## src/rtl/e1_tx_buf_fetch.sv

```systemverilog
// rtl/e1_tx_buf_fetch.sv - single-entry TX byte buffer fed from timeslot memory
//
// Holds one byte for the E1 TX core, tagged with its {multiframe, frame,
// timeslot} address. When the core presents an address the entry does not
// hold, one memory read is issued and the byte is latched on completion.
//
// Optional feature: define E1_TX_BUF_PREFETCH_EN to fetch the following
// address (timeslot, then frame, then multiframe order) as soon as the
// current byte is consumed. Without it every byte is fetched on demand.
//
// Ports:
//   clk        - single clock for all logic
//   rst_n      - asynchronous active-low reset
//   buf_ts     - timeslot requested by the TX core (5 bits)
//   buf_frame  - frame requested by the TX core (4 bits)
//   buf_mf     - multiframe requested by the TX core (MFW bits)
//   buf_re     - consume strobe from the TX core
//   buf_data   - byte held for the requested address
//   buf_rdy    - buf_data is valid for the presented address
//   mem_addr   - memory read address {mf, frame, ts}
//   mem_req    - memory read request, held until mem_ack
//   mem_ack    - read completion, mem_rdata valid in this cycle
//   mem_rdata  - memory read data
//   uflow      - sticky underflow: buf_re seen while buf_rdy low
//   uflow_clr  - clears uflow

module e1_tx_buf_fetch #(
    parameter int MFW = 7
) (
    input  logic           clk,
    input  logic           rst_n,
    input  logic [4:0]     buf_ts,
    input  logic [3:0]     buf_frame,
    input  logic [MFW-1:0] buf_mf,
    input  logic           buf_re,
    output logic [7:0]     buf_data,
    output logic           buf_rdy,
    output logic [MFW+8:0] mem_addr,
    output logic           mem_req,
    input  logic           mem_ack,
    input  logic [7:0]     mem_rdata,
    output logic           uflow,
    input  logic           uflow_clr
);

    localparam int AW = MFW + 9;

    localparam logic [0:0] ST_IDLE  = 1'b0;
    localparam logic [0:0] ST_FETCH = 1'b1;

    logic [0:0]    state;
    logic [AW-1:0] tag;
    logic [7:0]    data_q;
    logic          valid;
    logic          uflow_q;

    logic [AW-1:0] req_addr;
    logic          hit;
    logic          consume;
    logic          underflow;

    assign req_addr  = {buf_mf, buf_frame, buf_ts};
    assign hit       = valid && (tag == req_addr);

    // Data is only offered while no fetch is in flight, so a byte landing
    // for a stale address never shows up as ready for the new one.
    assign buf_rdy   = (state == ST_IDLE) && hit;
    assign consume   = buf_re && buf_rdy;
    assign underflow = buf_re && !buf_rdy;

    assign buf_data  = data_q;
    assign mem_addr  = tag;
    assign mem_req   = (state == ST_FETCH);
    assign uflow     = uflow_q;

`ifdef E1_TX_BUF_PREFETCH_EN
    // Address that follows the current tag in transmit order:
    // timeslot first, carrying into frame, then into multiframe.
    logic [4:0]     tag_ts;
    logic [3:0]     tag_frame;
    logic [MFW-1:0] tag_mf;
    logic [AW-1:0]  tag_next;

    assign {tag_mf, tag_frame, tag_ts} = tag;

    always_comb begin
        tag_next = tag;
        if (tag_ts != 5'd31) begin
            tag_next = {tag_mf, tag_frame, tag_ts + 5'd1};
        end else if (tag_frame != 4'd15) begin
            tag_next = {tag_mf, tag_frame + 4'd1, 5'd0};
        end else begin
            tag_next = {tag_mf + MFW'(1), 4'd0, 5'd0};
        end
    end
`endif

    always_ff @(posedge clk or negedge rst_n) begin
        if (!rst_n) begin
            state  <= ST_IDLE;
            tag    <= '0;
            data_q <= '0;
            valid  <= 1'b0;
        end else if (state == ST_IDLE) begin
            if (consume) begin
                valid <= 1'b0;
`ifdef E1_TX_BUF_PREFETCH_EN
                tag   <= tag_next;
                state <= ST_FETCH;
`endif
            end else if (!underflow && !hit) begin
                // A rejected consume leaves the entry untouched; only a
                // plain miss (or an empty entry) starts a new fetch.
                tag   <= req_addr;
                valid <= 1'b0;
                state <= ST_FETCH;
            end
        end else begin
            // The fetch always runs to completion, even if the core has
            // moved on; the new address is compared again back in idle.
            if (mem_ack) begin
                data_q <= mem_rdata;
                valid  <= 1'b1;
                state  <= ST_IDLE;
            end
        end
    end

    // Setting wins over clearing so an underflow in the clear cycle is kept.
    always_ff @(posedge clk or negedge rst_n) begin
        if (!rst_n) begin
            uflow_q <= 1'b0;
        end else if (underflow) begin
            uflow_q <= 1'b1;
        end else if (uflow_clr) begin
            uflow_q <= 1'b0;
        end
    end

endmodule

```

## config.mk

```make
export PLATFORM = sky130hd
export DESIGN_NAME = e1_tx_buf_fetch
export DESIGN_NICKNAME = d
export VERILOG_FILES = /design/src/rtl/e1_tx_buf_fetch.sv
export SDC_FILE = /design/constraint.sdc
export NUM_CORES = 1
export LEC_CHECK = 0
export ABC_CLOCK_PERIOD_IN_PS = 1700
export BUFFER_PORTS_ARGS = -buffer_cell sky130_fd_sc_hd__buf_2
export CAP_MARGIN = 10
export CORE_UTILIZATION = 42
export DETAILED_ROUTE_END_ITERATION = 7
export GPL_TIMING_DRIVEN = 1
export HOLD_SLACK_MARGIN = 0.1
export PLACE_DENSITY = 0.72
export SLEW_MARGIN = 40
export SYNTH_ARGS = -nofsm -noshare
export SYNTH_HDL_FRONTEND = slang
export SYNTH_SLANG_ARGS = --single-unit
```

## constraint.sdc

```tcl
create_clock -name clk -period 1.7 [get_ports clk]
set_input_delay 0.085 -clock clk [delete_from_list [all_inputs] [get_ports clk]]
set_output_delay 0.085 -clock clk [all_outputs]
set_load 0.03 [all_outputs]
```

==> results of run 1 <==
state kept, by name, summed over array words and instances, names as in the netlist:
signal	cells
valid	1
mem_addr	16
uflow	1
mem_req	1
buf_data	8
stage by stage:
step	util	worst slack (ns)	setup TNS, ns
floorplan	-	-0.201	-2.01
global placement	0.594	-0.103	-1.24
detailed placement	0.594	-0.166	-1.89
CTS	0.719	-0.248	-2.09
global route	0.721	-0.367	-3.18
finish	0.721	-0.250	-2.05
worst paths after layout:
kind	startpoint	end	depth (start not counted)
worst max-delay path	mem_addr[12]	buf_rdy	7
worst min-delay path	rst_n	mem_addr[6]	2
worst max register to register	mem_addr[3]	mem_addr[0]	7
worst min register to register	uflow	uflow	2
max in group asynchronous	rst_n	mem_addr[9]	2
min in group clk	buf_mf[5]	uflow	5
metal layers:
layer | vias up | GRT usage | share of wire
li1 | 535 | - | -
met4 | 0 | 0.0732 | 0.012
met1 | 509 | 0.279 | 0.43
met2 | 27 | 0.339 | 0.52
met3 | 4 | 0.0159 | 0.031
met5 | - | 0 | 0
power breakdown:
group | leakage [nW] | switching, mW | internal (mW)
logic | 0.659 | 0.554 | 0.454
clock network | 0.0177 | 0.189 | 0.0883
registers | 0.309 | 0.102 | 0.789
total | 0.986 | 0.845 | 1.33
Yosys cell counts:
| cell | number | area share |
|---|---|---|
| nand4_1 | 1 | 0.0048 |
| mux2_2 | 13 | 0.11 |
| inv_1 | 2 | 0.0058 |
| and3_1 | 1 | 0.0048 |
| a21oi_2 | 1 | 0.0068 |
| a21o_1 | 1 | 0.0058 |
| nor2b_1 | 1 | 0.0048 |
| nand3_1 | 1 | 0.0039 |
| o41ai_1 | 1 | 0.0068 |
| dfrtp_1 | 27 | 0.52 |
| a31oi_1 | 2 | 0.0097 |
| buf_6 | 1 | 0.0087 |
| o21ai_0 | 2 | 0.0077 |
| nor2_2 | 1 | 0.0048 |
| nor4_2 | 2 | 0.019 |
| or2_2 | 1 | 0.0048 |
| nand2_1 | 4 | 0.012 |
| nor3_1 | 1 | 0.0039 |
| xnor2_1 | 5 | 0.034 |
| xor2_1 | 11 | 0.074 |
| o211ai_1 | 1 | 0.0058 |
| nand4bb_1 | 1 | 0.0087 |
| mux2_4 | 9 | 0.10 |
| and2_1 | 1 | 0.0048 |
| mux2_1 | 2 | 0.017 |
| nor2_1 | 1 | 0.0029 |
layout make-up:
type                    instances  area (sq um)
clock buffers                   3          22.5
clock inverters                 1          5.00
fillers                       214           788
inverters                       2          7.51
multi-input cells              64           604
flip-flops and latches         27           681
well taps                      31          38.8
repair buffers                 98           682
cell families after synthesis:
logic type                Yosys count  synth area share
DFF                                27             0.521
muxes                              24             0.235
xor gates and xnor gates           16             0.108
and+or+nand+nor                    16            0.0792
AOI/OAI and AO/OA                   8            0.0425
buffers and inverters               3            0.0145
what timing repair did:
item,CTS,global route
endpoints found under the hold margin,54,0
hold buffers,28,0
resized for setup,4,1
setup endpoints to repair,15,16
pin swaps,1,0
buffers inserted,4,1
==> impl_metrics.csv, run 1 <==
group,metric,value,unit
setup_path,rrSetupSlack,-0.16,ns
final_layout,final_area,2040,sq um
logic_synthesis,ys_seq_area_frac,0.521,
routing,via_per_inst,4.76,
sta,fmax,513,MHz
floorplan,die_h,57.6,um
sta,fin_ws,-0.250,ns
clock_network,clk_path_buf_depth,2,
clock_network,cts-root-buf,"clkbuf_4",
place,port_buffers,55,
outcome,violations,"design-rule violations, negative setup slack",
logic_synthesis,syn_inst,94,
setup_path,crit_path_start_kind,"flop",
setup_path,crit_family,"simple AND/OR/NAND/NOR gates",
final_layout,drive_above_1_share,0.544,
sta,fin_crit_sh,1.15,
sta,maxSlewViolCount,0,
clock_network,numClockSinks,27,
place,place.gp.congestion,0.713,
routing,drt-initial-drc-count,29,
sta,rsz0062_at_grt,"true",
power_and_ir_drop,power_density,1070,nW/um^2
place,dpl.cell_count,189,
clock_network,clk_pin_slew,0.14,ns
floorplan,fp.dieW,57.6,um
sta,hold_slack,0.276,ns
place,hpwl,2.08,mm
place,placed_area,1680,sq um
routing,drtAntennaViolNets,0,
sta,maxSlewHeadroom,0.604,
setup_path,path_class,"reg2out",
routing,routed_wl,3.08,mm
logic_synthesis,yosys_register_bits,27,
setup_path,critPathArrivalTime,1.87,ns
worst_hold_path,hp-class,"in2async",
final_layout,areaGrowthSynthToFinish,57.4,%
clock_network,clock_latency,0.32,ns
power_and_ir_drop,vdd_drop_max,0.602,mV
floorplan,rows,19,
final_layout,fin_nets,225,
sta,setup_viol,14,
setup_path,cp.buffers_inverters,2,
global_route,grt_pass1_vias,1104,
logic_synthesis,syn_avg_cell_area,13.8,sq um
setup_path,worstPathCellList,"xor2_1 > nor4_2 > buf_4 > nand2_1 > nand4bb_1 > nor2_2 > buf_6",
clock_network,tritoncts,"built",
final_layout,n_antenna_cell,0,
sta,fin_worst_skew,0.00359,ns
power_and_ir_drop,total_power,2.18,mW
global_route,grt_usage,0.203,
routing,via_count,1075,
global_route,grt_first_pass_wirelength,5.11,mm
setup_path,cp_max_fo,2,
routing,wl_per_cell,13.6,um
final_layout,fin_cells,226,
setup_path,required,1.62,ns
flow_run,drv_cap,0,
floorplan,io_pins,56,
logic_synthesis,ys_warn_count,0,
setup_path,cp_slowest_cell,"dfrtp_1",
sta,tightest_slew,0.593,ns
clock_network,htreeDepth,1,
floorplan,coreArea,2830,sq um
power_and_ir_drop,power_leakage,0.986,nW
final_layout,final_cell_mix,"buf_2 (54), dlygate4sd3_1 (28), dfrtp_1 (23), mux2_2 (13), buf_4 (13)",
floorplan,start_util,0.458,
outcome,status,"complete, but fails checks",
logic_synthesis,syn-cell-area,1300,sq um
sta,finalCriticalPeriod,1.95,ns
sta,hold_violations,0,
logic_synthesis,synth.distinct_cells,26,
logic_synthesis,syn-num-nets,123,
routing,drt-pass1-iter-count,6,
global_route,grt_overflow,0,
global_route,antenna_found_initial,0,
setup_path,cpPeakStageDelay,0.43,ns
final_layout,layout_commonest_cell,"buf_2",
routing,drc,1,
clock_network,cts-buffers-inserted,3,
floorplan,die-area,3310,sq um
global_route,grt_max_degree,28,
setup_path,cp-end-kind,"primary output",
(Power assumes the default switching activity.)
==> inputs of run 2 (changes only) <==
Settings changed: CORE_UTILIZATION 42 to 44, CTS_BUF_LIST from default to sky130_fd_sc_hd__clkbuf_4 sky130_fd_sc_hd__clkbuf_8, GPL_TIMING_DRIVEN 1 to 0, PLACE_DENSITY 0.72 to 0.78.
==> run 2 against run 1 <==
The run ends with negative setup slack left. Routed wire length grew 15%. Fmax shrank 2.2%. Register-to-register slack lost 0.13 ns. Clock skew up 0.0056 ns. First-iteration DRC count fell by 6.9%. Largest power group unchanged.
==> impl_metrics.csv, run 2 (synthesized netlist as in run 1, its figures left out) <==
group,metric,value,unit
sta,rsz0062_at_grt,"true",
place,place.gp.congestion,0.748,
global_route,antenna_found_initial,0,
global_route,grt_max_degree,28,
sta,maxSlewViolCount,0,
routing,drt-initial-drc-count,27,
routing,via_per_inst,5.16,
setup_path,critPathArrivalTime,1.91,ns
clock_network,clk_pin_slew,0.14,ns
clock_network,cts-root-buf,"clkbuf_4",
floorplan,die_h,56.3,um
final_layout,drive_above_1_share,0.558,
outcome,status,"complete, but fails checks",
place,place_ws,-0.286,ns
final_layout,largest_reg_flops,16,
sta,tightest_slew,0.598,ns
sta,fmax,501,MHz
final_layout,fin_nets,220,
clock_network,htreeDepth,1,
sta,finalCriticalPeriod,1.99,ns
sta,setup_viol,17,
global_route,grt_overflow,0,
flow_run,drv_cap,0,
clock_network,clock_latency,0.33,ns
power_and_ir_drop,power_density,1070,nW/um^2
clock_network,numClockSinks,27,
floorplan,start_util,0.466,
clock_network,clk_path_buf_depth,2,
final_layout,fin_cells,221,
clock_network,tritoncts,"built",
sta,maxSlewHeadroom,0.602,
final_layout,utilization,0.746,
final_layout,areaGrowthSynthToFinish,60.1,%
global_route,grt_first_pass_wirelength,5.25,mm
setup_path,path_class,"reg2out",
sta,fin_crit_sh,1.17,
power_and_ir_drop,vdd_drop_max,1.11,mV
floorplan,die-area,3170,sq um
setup_path,required,1.62,ns
routing,wl_per_cell,16.0,um
final_layout,regArea,681,sq um
clock_network,cts-buffers-inserted,3,
final_layout,multi_input_area,644,sq um
sta,hold_violations,0,
outcome,violations,"negative setup slack",
power_and_ir_drop,power_leakage,0.992,nW
sta,fin_worst_skew,0.00914,ns
routing,routed_wl,3.55,mm
routing,drtAntennaViolNets,0,
place,hpwl,2.07,mm
global_route,grt_pass1_vias,1169,
final_layout,layout_commonest_cell,"buf_2",
floorplan,fp.dieW,56.3,um
setup_path,cp-end-kind,"primary output",
final_layout,final_cell_mix,"buf_2 (54), dlygate4sd3_1 (28), dfrtp_1 (23), mux2_4 (13)",
setup_path,crit_path_start_kind,"flop",
floorplan,io_pins,56,
place,dpl.cell_count,180,
routing,drc,0,
final_layout,fillers,175,
place,port_buffers,55,
sta,fin_ws,-0.294,ns
routing,drt-pass1-iter-count,6,
final_layout,n_antenna_cell,0,
global_route,grt_usage,0.217,
floorplan,coreArea,2780,sq um
routing,via_count,1141,
floorplan,rows,19,
setup_path,cp_max_fo,4,
sta,hold_slack,0.276,ns
worst_hold_path,hp-class,"in2async",
-- run 2: cell count changes in the layout (fill, tap and decap cells not counted), sizes merged --
cell and change:
buf -6, clkbuf +2, clkinv -1
-- run 2: area by class of cell --
class,instances,area share
well taps,31,0.0187
multi-input cells,64,0.310
flip-flops and latches,27,0.328
inverters,2,0.00362
clock buffers,4,0.0145
plain buffers,1,0.00964
repair buffers,92,0.315
-- run 2: per-layer routing --
layer / vias up / global-route usage / part of all wire
li1: 523 / - / -
met1: 582 / 0.233 / 0.40
met2: 32 / 0.430 / 0.55
met3: 4 / 0.0253 / 0.043
met4: 0 / 0.0732 / 0.015
met5: - / 0 / 0
-- run 2: critical path, cell delays in order, from the launching register on --
cell and delay [ns]:
dfrtp_2 0.45, xor2_1 0.15, nor4_2 0.25, buf_4 0.17
nand2_1 0.06, nand4bb_1 0.20, nor2_2 0.13, buf_6 0.15
-- run 2: final timing paths --
check,depth (start not counted),slack [ns],startpoint,endpoint
max,7,-0.29,mem_addr[2],buf_rdy
max in group asynchronous,2,1.00,rst_n,mem_addr[5]
min reg2reg,1,0.52,buf_data[7],buf_data[7]
min in group clk,5,0.28,buf_mf[5],uflow
min,2,0.28,rst_n,mem_addr[12]
max reg2reg,7,-0.29,mem_addr[12],mem_addr[11]
-- run 2: through the flow --
stage | instance area, sq um | TNS, ns | total power, mW
after floorplan | 1300 | -2.01 | 1.51
after global placement | 1620 | -2.33 | 1.73
after detailed placement | 1620 | -3.04 | 1.77
after CTS | 1980 | -2.50 | 2.14
after global routing | 2080 | -5.41 | 2.31
final | 2080 | -3.88 | 2.22
-- run 2: power breakdown --
part	internal, mW	total (mW)	switching (mW)	leakage [nW]
combinational	0.446	1.01	0.566	0.664
sequential	0.790	0.913	0.123	0.309
clock	0.108	0.293	0.185	0.0184
-- run 2: timing repair --
item / 4_1_cts / 5_1_grt
cloned: 0 / 1
buffers inserted: 3 / 5
gates resized for setup: 5 / 10
hold buffers: 28 / 0
setup endpoints to repair: 16 / 16
hold endpoints to repair: 54 / 0
pin swaps: 2 / 3
==> inputs of run 3 (changes only) <==
Settings changed: ABC_AREA from default to 1, CORE_UTILIZATION 44 to 43, CTS_BUF_LIST sky130_fd_sc_hd__clkbuf_4 sky130_fd_sc_hd__clkbuf_8 to default, PLACE_DENSITY 0.78 to 0.75.
==> run 3 against run 2 <==
The flow now finishes without violations. Core utilization is 4.4 points lower. Critical path depth grew 2. Global-route usage shrank 1.5 points. Hold slack better by 0.00058 ns. Worst setup slack better by 0.34 ns. Sequential cell count stayed put. First-iteration DRC count is 67% higher. Die area up 11%. Sequential power shrank 4.1%. Critical endpoint unchanged.
==> impl_metrics.csv, run 3 <==
group,metric,value,unit
outcome,status,"finished clean",
final_layout,fillers,278,
clock_network,tritoncts,"built",
routing,via_per_inst,4.41,
routing,drc,0,
clock_network,cts-buffers-inserted,3,
worst_hold_path,hp-class,"in2async",
clock_network,clock_latency,0.33,ns
logic_synthesis,ys_seq_area_frac,0.478,
logic_synthesis,yosys_register_bits,27,
sta,fin_crit_sh,0.970,
global_route,grt_usage,0.202,
floorplan,io_pins,56,
setup_path,cp-end-kind,"primary output",
power_and_ir_drop,power_density,968,nW/um^2
sta,hold_violations,0,
sta,rsz0062_at_grt,"true",
sta,fmax,606,MHz
final_layout,largest_reg_flops,16,
floorplan,die-area,3520,sq um
clock_network,htreeDepth,1,
place,placed_area,1740,sq um
sta,setup_viol,0,
sta,maxSlewViolCount,0,
setup_path,cp_max_fo,3,
logic_synthesis,synth_edf_count,0,
logic_synthesis,asyncSetResetFlopFracSynth,1.00,
global_route,grt_overflow,0,
logic_synthesis,syn_inst,182,
logic_synthesis,syn-num-nets,211,
routing,drtAntennaViolNets,0,
setup_path,critPathArrivalTime,1.56,ns
global_route,grt_first_pass_wirelength,5.42,mm
global_route,grt_pass1_vias,1330,
clock_network,clk_pin_slew,0.16,ns
routing,via_count,1423,
clock_network,cts-root-buf,"clkbuf_4",
setup_path,path_class,"reg2out",
setup_path,crit_top_cell,"nand2_1",
floorplan,rows,20,
flow_run,drv_cap,0,
floorplan,fp.dieW,59.3,um
logic_synthesis,synth_top_area_cell,"dfrtp_1",
setup_path,required,1.62,ns
sta,fin_worst_skew,0.00458,ns
place,place.gp.congestion,0.765,
floorplan,start_util,0.459,
final_layout,drive_above_1_share,0.315,
routing,routed_wl,3.36,mm
routing,drt-pass1-iter-count,4,
place,port_buffers,55,
setup_path,worstPathCellList,"inv_1 > nand2_1 > nand2_1 > nor2_1 > nand2_1 > nor2_4 > nand4_1 > inv_1 > buf_6",
final_layout,areaGrowthSynthToFinish,53.0,%
logic_synthesis,synth_ff_type,"dfrtp_1",
setup_path,crit_path_start_kind,"flop",
sta,tightest_slew,0.753,ns
sta,finalCriticalPeriod,1.65,ns
logic_synthesis,ys_warn_count,0,
global_route,antenna_found_initial,0,
clock_network,numClockSinks,27,
floorplan,coreArea,3080,sq um
routing,wl_per_cell,10.4,um
final_layout,n_antenna_cell,0,
global_route,grt_max_degree,28,
floorplan,die_h,59.3,um
logic_synthesis,syn_avg_cell_area,7.76,sq um
logic_synthesis,ys_top_cells_by_count,"nand2_1 (74), dfrtp_1 (27), inv_1 (25)",
place,hpwl,2.15,mm
sta,finalSetupTns,0,ns
sta,maxSlewHeadroom,0.496,
logic_synthesis,synth.distinct_cells,21,
final_layout,layout_commonest_cell,"nand2_1",
setup_path,cp_slowest_cell,"dfrtp_1",
logic_synthesis,synthTopCellsByArea,"dfrtp_1 (48%), nand2_1 (20%), inv_1 (6.6%), mux2_2 (6.4%), nand3_1 (6.0%)",
final_layout,final_area,2160,sq um
power_and_ir_drop,power_leakage,1.23,nW
logic_synthesis,synth_top_area_share,0.478,
logic_synthesis,synth_most_common_cell,"nand2_1",
setup_path,cpPeakStageDelay,0.40,ns
clock_network,clk_path_buf_depth,2,
final_layout,fin_nets,309,
logic_synthesis,syn-cell-area,1410,sq um
power_and_ir_drop,vdd_drop_max,0.705,mV
routing,drt-initial-drc-count,45,
final_layout,final_cell_mix,"nand2_1 (74), buf_2 (55), dlygate4sd3_1 (28), dfrtp_1 (27), inv_1 (25)",
## run 3: worst max-delay path, delay by kind of cell (launching register included)
kind / cells / cell delay (ns)
buffers and inverters: 3 / 0.28
flip-flops: 1 / 0.40
AND/OR/NAND/NOR: 6 / 0.54
## run 3: final timing paths
check / startpoint / slack, ns / endpoint / depth (start not counted)
min in group clk: mem_ack / 0.46 / mem_req / 3
min: rst_n / 0.28 / mem_addr[15] / 2
min reg2reg: buf_data[2] / 0.52 / buf_data[2] / 1
max reg2reg: mem_req / 0.08 / mem_addr[7] / 4
max in group asynchronous: rst_n / 1.04 / mem_addr[14] / 2
max: mem_addr[5] / 0.05 / buf_rdy / 9
## run 3: kinds of logic after synthesis
family / synth area share
compound gates: 0.00709
xor+xnor: 0.0124
simple gates: 0.345
flops: 0.478
mux: 0.0638
buf+inv: 0.0939
## run 3: final cells by class
class,count,area (sq um),area share
Clock buffer,3,22.5,0.0104
Inverter,28,105,0.0486
Buffer,3,31.3,0.0145
Sequential cell,27,676,0.313
Timing Repair Buffer,93,649,0.301
Clock inverter,1,8.76,0.00405
Multi-Input combinational cell,124,613,0.284
Tap cell,44,55.1,0.0255
## run 3: report_power, final
group | internal, mW | leakage (nW) | switching (mW)
sequential | 0.778 | 0.326 | 0.0980
clock | 0.0959 | 0.0183 | 0.203
combinational | 0.359 | 0.889 | 0.557
total | 1.23 | 1.23 | 0.858
## run 3: per-layer routing
metal / global-route usage / vias up / share of wire
li1: - / 743 / -
met1: 0.242 / 631 / 0.45
met2: 0.382 / 45 / 0.49
met3: 0.0240 / 4 / 0.046
met4: 0.0408 / 0 / 0.0054
met5: 0 / - / 0
## run 3: repair_timing
| action | 4_1_cts | 5_1_grt |
|---|---|---|
| cloned | 0 | 0 |
| hold buffers | 28 | 0 |
| endpoints found under the hold margin | 54 | 0 |
| endpoints found under the setup margin | 1 | 11 |
| buffers inserted | 6 | 4 |
| pin swaps | 8 | 5 |
| gates resized for setup | 2 | 2 |
## run 3: stage by stage
step / cells / worst slack, ns / total power, mW / utilization / hold slack (ns)
after global routing: 323 / -0.125 / 2.24 / 0.702 / 0.324
after global placement: 281 / 0.185 / 1.68 / 0.566 / 0.134
after CTS: 319 / 0.000479 / 2.08 / 0.684 / 0.279
after floorplan: 182 / 0.190 / 1.44 / - / -0.211
after detailed placement: 281 / 0.188 / 1.69 / 0.566 / 0.129
final: 323 / 0.0507 / 2.09 / 0.702 / 0.276
